==> config.mk <==
export PLATFORM = sky130hd
export DESIGN_NAME = serial_add_ctrl
export DESIGN_NICKNAME = d
export VERILOG_FILES = /design/src/rtl/serial_add_ctrl_pkg.sv /design/src/rtl/serial_add_ctrl_fa.sv /design/src/rtl/serial_add_ctrl.sv
export SDC_FILE = /design/constraint.sdc
export NUM_CORES = 1
export LEC_CHECK = 0
export BUFFER_PORTS_ARGS = -buffer_cell sky130_fd_sc_hd__buf_2
export CAP_MARGIN = 20
export CORE_MARGIN = 3
export CORE_UTILIZATION = 30
export DETAILED_ROUTE_END_ITERATION = 16
export PLACE_DENSITY = 0.5
export SLEW_MARGIN = 10
export SYNTH_ARGS = -nofsm -noshare
export SYNTH_HDL_FRONTEND = slang
export SYNTH_SLANG_ARGS = --single-unit
==> constraint.sdc <==
create_clock -name clk -period 2.23 [get_ports clk]
set_clock_uncertainty 0.15 [all_clocks]
set_input_delay 0.223 -clock clk [delete_from_list [all_inputs] [get_ports clk]]
set_output_delay 0.223 -clock clk [all_outputs]
set_load 0.03 [all_outputs]
==> src/rtl/serial_add_ctrl_pkg.sv <==
// serial_add_ctrl_pkg: shared state encoding and default width for the bit-serial adder
package serial_add_ctrl_pkg;
  localparam logic [1:0] ST_IDLE = 2'd0;
  localparam logic [1:0] ST_RUN  = 2'd1;
  localparam logic [1:0] ST_DONE = 2'd2;
  localparam int DEFAULT_WIDTH = 8;
endpackage

==> src/rtl/serial_add_ctrl_fa.sv <==
// serial_add_ctrl_fa: combinational 1-bit full adder cell shared across all bit positions
module serial_add_ctrl_fa (
  output logic sum,
  output logic carry,
  input  logic a,
  input  logic b,
  input  logic c
);
  assign sum   = a ^ b ^ c;
  assign carry = (a & b) | (c & (a ^ b));
endmodule

==> src/rtl/serial_add_ctrl.sv <==
// serial_add_ctrl: adds two WIDTH-bit operands LSB first through one full adder, one bit per clock
module serial_add_ctrl
  import serial_add_ctrl_pkg::*;
#(
  parameter int WIDTH = DEFAULT_WIDTH
) (
  input  logic             clk,
  input  logic             rst,
  input  logic             start,
  input  logic [WIDTH-1:0] a_in,
  input  logic [WIDTH-1:0] b_in,
  input  logic             cin,
  output logic             busy,
  output logic             done,
  output logic [WIDTH-1:0] sum_out,
  output logic             cout
);
  localparam int CNT_W = $clog2(WIDTH + 1);
  localparam logic [CNT_W-1:0] LAST = CNT_W'(WIDTH - 1);
  logic [1:0]       state_q, state_d;
  logic [WIDTH-1:0] a_sh_q, a_sh_d, b_sh_q, b_sh_d, acc_q, acc_d, sum_q, sum_d;
  logic [CNT_W-1:0] cnt_q, cnt_d;
  logic             carry_q, carry_d, cout_q, cout_d;
  logic             fa_sum, fa_carry, accept, run, last;
  logic [WIDTH:0]   acc_cat;
  serial_add_ctrl_fa u_fa (
    .sum  (fa_sum),
    .carry(fa_carry),
    .a    (a_sh_q[0]),
    .b    (b_sh_q[0]),
    .c    (carry_q)
  );
  // new sum bit enters at the MSB so the LSB-first result lands aligned after WIDTH shifts
  always_comb begin
    accept  = start && (state_q == ST_IDLE || state_q == ST_DONE);
    run     = state_q == ST_RUN;
    last    = run && cnt_q == LAST;
    acc_cat = {fa_sum, acc_q};
    state_d = accept ? ST_RUN : last ? ST_DONE : run ? ST_RUN : ST_IDLE;
    a_sh_d  = accept ? a_in : run ? a_sh_q >> 1 : a_sh_q;
    b_sh_d  = accept ? b_in : run ? b_sh_q >> 1 : b_sh_q;
    carry_d = accept ? cin : run ? fa_carry : carry_q;
    acc_d   = accept ? '0 : run ? acc_cat[WIDTH:1] : acc_q;
    cnt_d   = accept ? '0 : run ? cnt_q + CNT_W'(1) : cnt_q;
    sum_d   = last ? acc_cat[WIDTH:1] : sum_q;
    cout_d  = last ? fa_carry : cout_q;
  end
  always_ff @(posedge clk or posedge rst) begin
    if (rst) begin
      state_q <= ST_IDLE;
      a_sh_q  <= '0;
      b_sh_q  <= '0;
      carry_q <= 1'b0;
      acc_q   <= '0;
      cnt_q   <= '0;
      sum_q   <= '0;
      cout_q  <= 1'b0;
    end else begin
      state_q <= state_d;
      a_sh_q  <= a_sh_d;
      b_sh_q  <= b_sh_d;
      carry_q <= carry_d;
      acc_q   <= acc_d;
      cnt_q   <= cnt_d;
      sum_q   <= sum_d;
      cout_q  <= cout_d;
    end
  end
  assign busy    = state_q == ST_RUN;
  assign done    = state_q == ST_DONE;
  assign sum_out = sum_q;
  assign cout    = cout_q;
endmodule

# After elaboration in Yosys (flattened, before gate mapping)

Index checks and enable logic that the tools add are counted.

Register bits after elaboration: 40
Bits in latches: 0
Bits in writable memories: 0
ROM bits: 0
Output and inout port bits: 11
Memories: 0

Add/sub/neg operators: 1
Multipliers: 0
Divide/modulo/power cells: 0
Order comparisons: 0
Equal/unequal tests: 3
Shift-type cells: 0
Muxes and demuxes: 13
Bitwise logic cells: 5
Reductions and logical operators: 5

Operator list:

| operator                                      | count |
|---|---|
| two-way mux 8 bit                             | 6 |
| two-way mux 4 bit                             | 2 |
| adder 4 x 1 -> 4 bit, second input constant   | 1 |
| == test 4 x 3 -> 1 bit, second input constant | 1 |
| two-way mux 2 bit                             | 2 |
| two-way mux 1 bit                             | 3 |
| AND 1 bit                                     | 2 |
| == test 2 x 1 -> 1 bit, second input constant | 1 |
| == test 2 bit, second input constant          | 1 |
| logical AND 1 bit                             | 2 |
| zero test 2 bit                               | 1 |
| nonzero test 2 bit                            | 1 |
| bitwise XOR 1 bit                             | 2 |
| logical OR 1 bit                              | 1 |
| OR 1 bit                                      | 1 |

# Logic depth before layout (Yosys ltp)

Word-level depth: 5
Mapped depth: 5
Gate-level depth less buffers: 4

# Modules after synthesis

Synthesis repeated with hierarchy kept, for this count alone.

Cells, all modules: 132
Area, all modules: 1,647.8 µm²

Modules (own cells, without submodules):

| module             | instances | cells an instance | area each (µm²) |
|---|---|---|---|
| serial_add_ctrl    | 1         | 131               | 1,627.8 |
| serial_add_ctrl_fa | 1         | 1                 | 20.0 |

# Worst setup path after synthesis

No wires, ideal clock.

Kind: flip-flop to flip-flop
Start: reg cnt_q[0]
End: reg cout_q, in the netlist cout
Setup time: 0.125 ns
Arrival: 1.330 ns
Data required time: 1.955 ns
Path slack: 0.625 ns
Cell stages (with the launch flop): 6
Cells stage by stage: dfrtp_1 > ha_1 > and3b_1 > and2_4 > buf_8 > mux2_4

Word-level cells in the longest chain between the ends: 2

RTL lines:

| element                | RTL line              | text |
|---|---|---|
| start, declared        | serial_add_ctrl.sv:22 | `logic [CNT_W-1:0] cnt_q, cnt_d;` |
| start signal, assigned | serial_add_ctrl.sv:64 | `cnt_q <= cnt_d;` |
| == test 4 x 3 -> 1 bit | serial_add_ctrl.sv:37 | `last = run && cnt_q == LAST;` |
| logical AND 1 bit      | serial_add_ctrl.sv:37 |  |
| end signal, assigned   | serial_add_ctrl.sv:66 | `cout_q <= cout_d;` |
| end, declared          | serial_add_ctrl.sv:23 | `logic carry_q, carry_d, cout_q, cout_d;` |

Every way passes these cells.
A chain may end at the register's enable or synchronous reset.

# Worst setup path in the final report

Start: reg state_q[1]
End: out busy

Word-level cells in the longest chain between the ends: 1

RTL lines:

| element                | RTL line              | text |
|---|---|---|
| start, declared        | serial_add_ctrl.sv:20 | `logic [1:0] state_q, state_d;` |
| start signal, assigned | serial_add_ctrl.sv:59 | `state_q <= state_d;` |
| == test 2 x 1 -> 1 bit | serial_add_ctrl.sv:69 | `assign busy = state_q == ST_RUN;` |
| end, declared          | serial_add_ctrl.sv:13 | `output logic busy,` |

Every way passes these cells.

==> out/results.ini <==
[layout]
multi_input_comb_area_um2 = 621
fin_util_pct = 39.3
areaGrowthSynthToFinish_pct = 24.2
nFillCells = 498
drive_above_1_share_pct = 31.2
regArea_um2 = 976
stdcell_count = 243
diodes = 0
finalNetCount = 194

[sta]
setup_viol = 0
final.setup.tns_ns = 0
maxSlewViolCount = 0
min_period_over_period_pct = 88.1
relSlewSlack_pct = 53.4
fmax_mhz = 509
worst_pin_slew_ns = 0.699
hold_violations = 0
rsz0062_at_grt = no
post-route-min-period_ns = 1.96

[logic_synthesis]
syn_inst = 132
ys_async_sr_fraction_pct = 100
synth-seq-cells = 39
postSynthNetCount = 154
avgSynthCellArea_um2 = 12.6
yosysTopAreaCellShare_pct = 58.8
yosysTopAreaCell = dfrtp_1
synth.most_common_cell = dfrtp_1
seq_area_frac_synth_pct = 58.8
synthFlopType = dfrtp_1
ys_warn_count = 0
synth_edf_count = 0
yosys-top-cells-area = dfrtp_1, mux2_4, a22oi_1, a22o_1, nand3_1
ys_types = 23
ys_top_cells_by_count = dfrtp_1, nand3_1, a22oi_1, nand2_1, a22o_1
syn_area_um2 = 1660

[cts]
clock_sinks = 39
htree_levels = 2
clockBufferDepth = 2
clk_latency_ns = 0.29
cts.clk_slew.worst_paths_ns = 0.07
tritoncts = built
tritoncts.num_buffers = 5
root_buffer = clkbuf_8
cts_resized = 0
post_cts_buffers = 0

[worst_setup_path]
worst_setup_path_end_kind = primary output
cp_max_fo = 22
crit_chain = nand2b_4, inv_4, buf_4, buf_2
cpPeakStageDelay_ns = 0.38
cp.required_ns = 1.86
cp_slowest_cell = dfrtp_1
cp.arrival_ns = 1.59
crit_path_start_kind = register
worstSetupPathType = reg -> out

[global_routing]
grt_max_degree = 40
grt_usage_pct = 11.2
grt_pass1_wl_um = 5550
grt_overflow_total = 0
antenna_found_initial = 0
grt_pass1_vias = 1181

[worst_hold_path]
hp-class = in -> reg

[die]
die_area_um2 = 6460
start_util_pct = 31.7
die_y_um = 80.4
coreArea_um2 = 5240
row_count = 26
ios = 31
die_w_um = 80.4

[pwr]
netSwitchingFraction_pct = 37.4
p_total_mw = 2.87
max-vdd-ir-drop_uv = 612
power_frac_clock_pct = 18.3
internal_power_mw = 1.79
pwr-share-seq_pct = 41.8
p_sw_mw = 1.07
p_leak_nw = 1.01
powerDensity_nw_per_um2 = 1390
p_comb_share_pct = 39.8

[routing]
first_iter_violations = 55
drtPass1Iterations = 4
vias_per_cell = 4.84
wl_per_cell_um = 13.2
drc = 0
ant_nets = 0
routed_wl_um = 3220
vias = 1175

[placement]
dp.final_hpwl_um = 2090
port_buffers = 30
gp_congestion = 0.726
place_inst = 226

[job]
cap_violations = 0

[run_status]
status = completed

## cells by family after synthesis
kind of cell | synth area share [%]
AO/OA/AOI/OAI | 14.1
adder cells (fa/ha/maj) | 1.96
buffers and inverters | 3.77
flip-flops | 58.8
multiplexers | 8.75
AND/OR/NAND/NOR | 12.6
## worst max-delay path, delay by kind of cell (launching register included)
| family | cells | cell delay, ns |
|---|---|---|
| buffers and inverters | 3 | 0.65 |
| flip-flops | 1 | 0.38 |
| AND/OR/NAND/NOR | 1 | 0.27 |
## final cells by class
cell class                 instances  share of cell area (%)
tap                               70                    4.25
timing repair buffer              42                    12.8
clock buffer                       7                    4.68
sequential                        39                    47.4
multi-input combinational         82                    30.1
clock inverter                     1                   0.364
inverter                           2                   0.486
## cells in the final DEF (no fill, tap or decap)
cell type	instances
nor2b_1	3
clkbuf_8	7
mux2_4	9
inv_1	1
inv_4	1
mux2i_1	1
nand2b_4	1
dlygate4sd3_1	9
dfrtp_1	39
nand3_1	17
nand2b_1	1
o211ai_1	1
and2_4	1
nor2_4	1
a22o_1	11
o21ai_0	2
a22oi_1	15
ha_1	1
nand2_1	15
fa_1	1
and3b_1	1
o31ai_1	1
buf_4	3
clkinvlp_4	1
buf_2	30
## through the flow
stage / cell area (µm²) / worst slack (ns) / hold slack [ns]
after floorplan: 1660 / 0.625 / 0.201
after global placement: 1870 / 0.594 / 0.210
after detailed placement: 1870 / 0.583 / 0.228
after CTS: 2060 / 0.254 / 0.000219
after global routing: 2060 / 0.172 / 0.00151
final: 2060 / 0.266 / 0.00427
## path summary, 6_finish.rpt
check,from,endpoint,slack (ns),cells past startpoint
max,state_q[1],busy,0.27,4
min,a_in[3],a_sh_q[3],0.004,3
max reg2reg,cnt_q[0],sum_out[3],0.59,4
min reg2reg,cnt_q[3],cnt_q[3],0.33,1
max in group asynchronous,rst,a_sh_q[2],1.15,4
min in group asynchronous,rst,sum_out[5],0.42,4
## power by group through the flow
stage | combinational (mW) | sequential (mW) | clock, mW
2_1_floorplan | 0.790 | 1.30 | 0
3_3_place_gp | 1.12 | 1.21 | 0
3_5_place_dp | 1.14 | 1.21 | 0
4_1_cts | 1.15 | 1.20 | 0.540
5_1_grt | 1.26 | 1.24 | 0.575
6_report | 1.14 | 1.20 | 0.525
## per-layer routing
layer | track usage (%) | routed length [µm] | share of wire (%)
met1 | 13.9 | 1520 | 47
met2 | 18.3 | 1480 | 46
met3 | 3.70 | 186 | 5.8
met4 | 3.55 | 38 | 1.2
met5 | 0 | 0 | 0
## state kept, by name, indices dropped and copies added (netlist names)
| signal | count |
|---|---|
| sum_out | 8 |
| carry_q | 1 |
| cnt_q | 4 |
| cout | 1 |
| state_q | 2 |
| a_sh_q | 8 |
| b_sh_q | 8 |
| acc_q | 7 |
## repair_timing
action / CTS / global route
hold buffers: 9 / 0
hold endpoints to repair: 47 / 0
endpoints found under the setup margin: 0 / 0
Power figures use the tool's default switching activity.
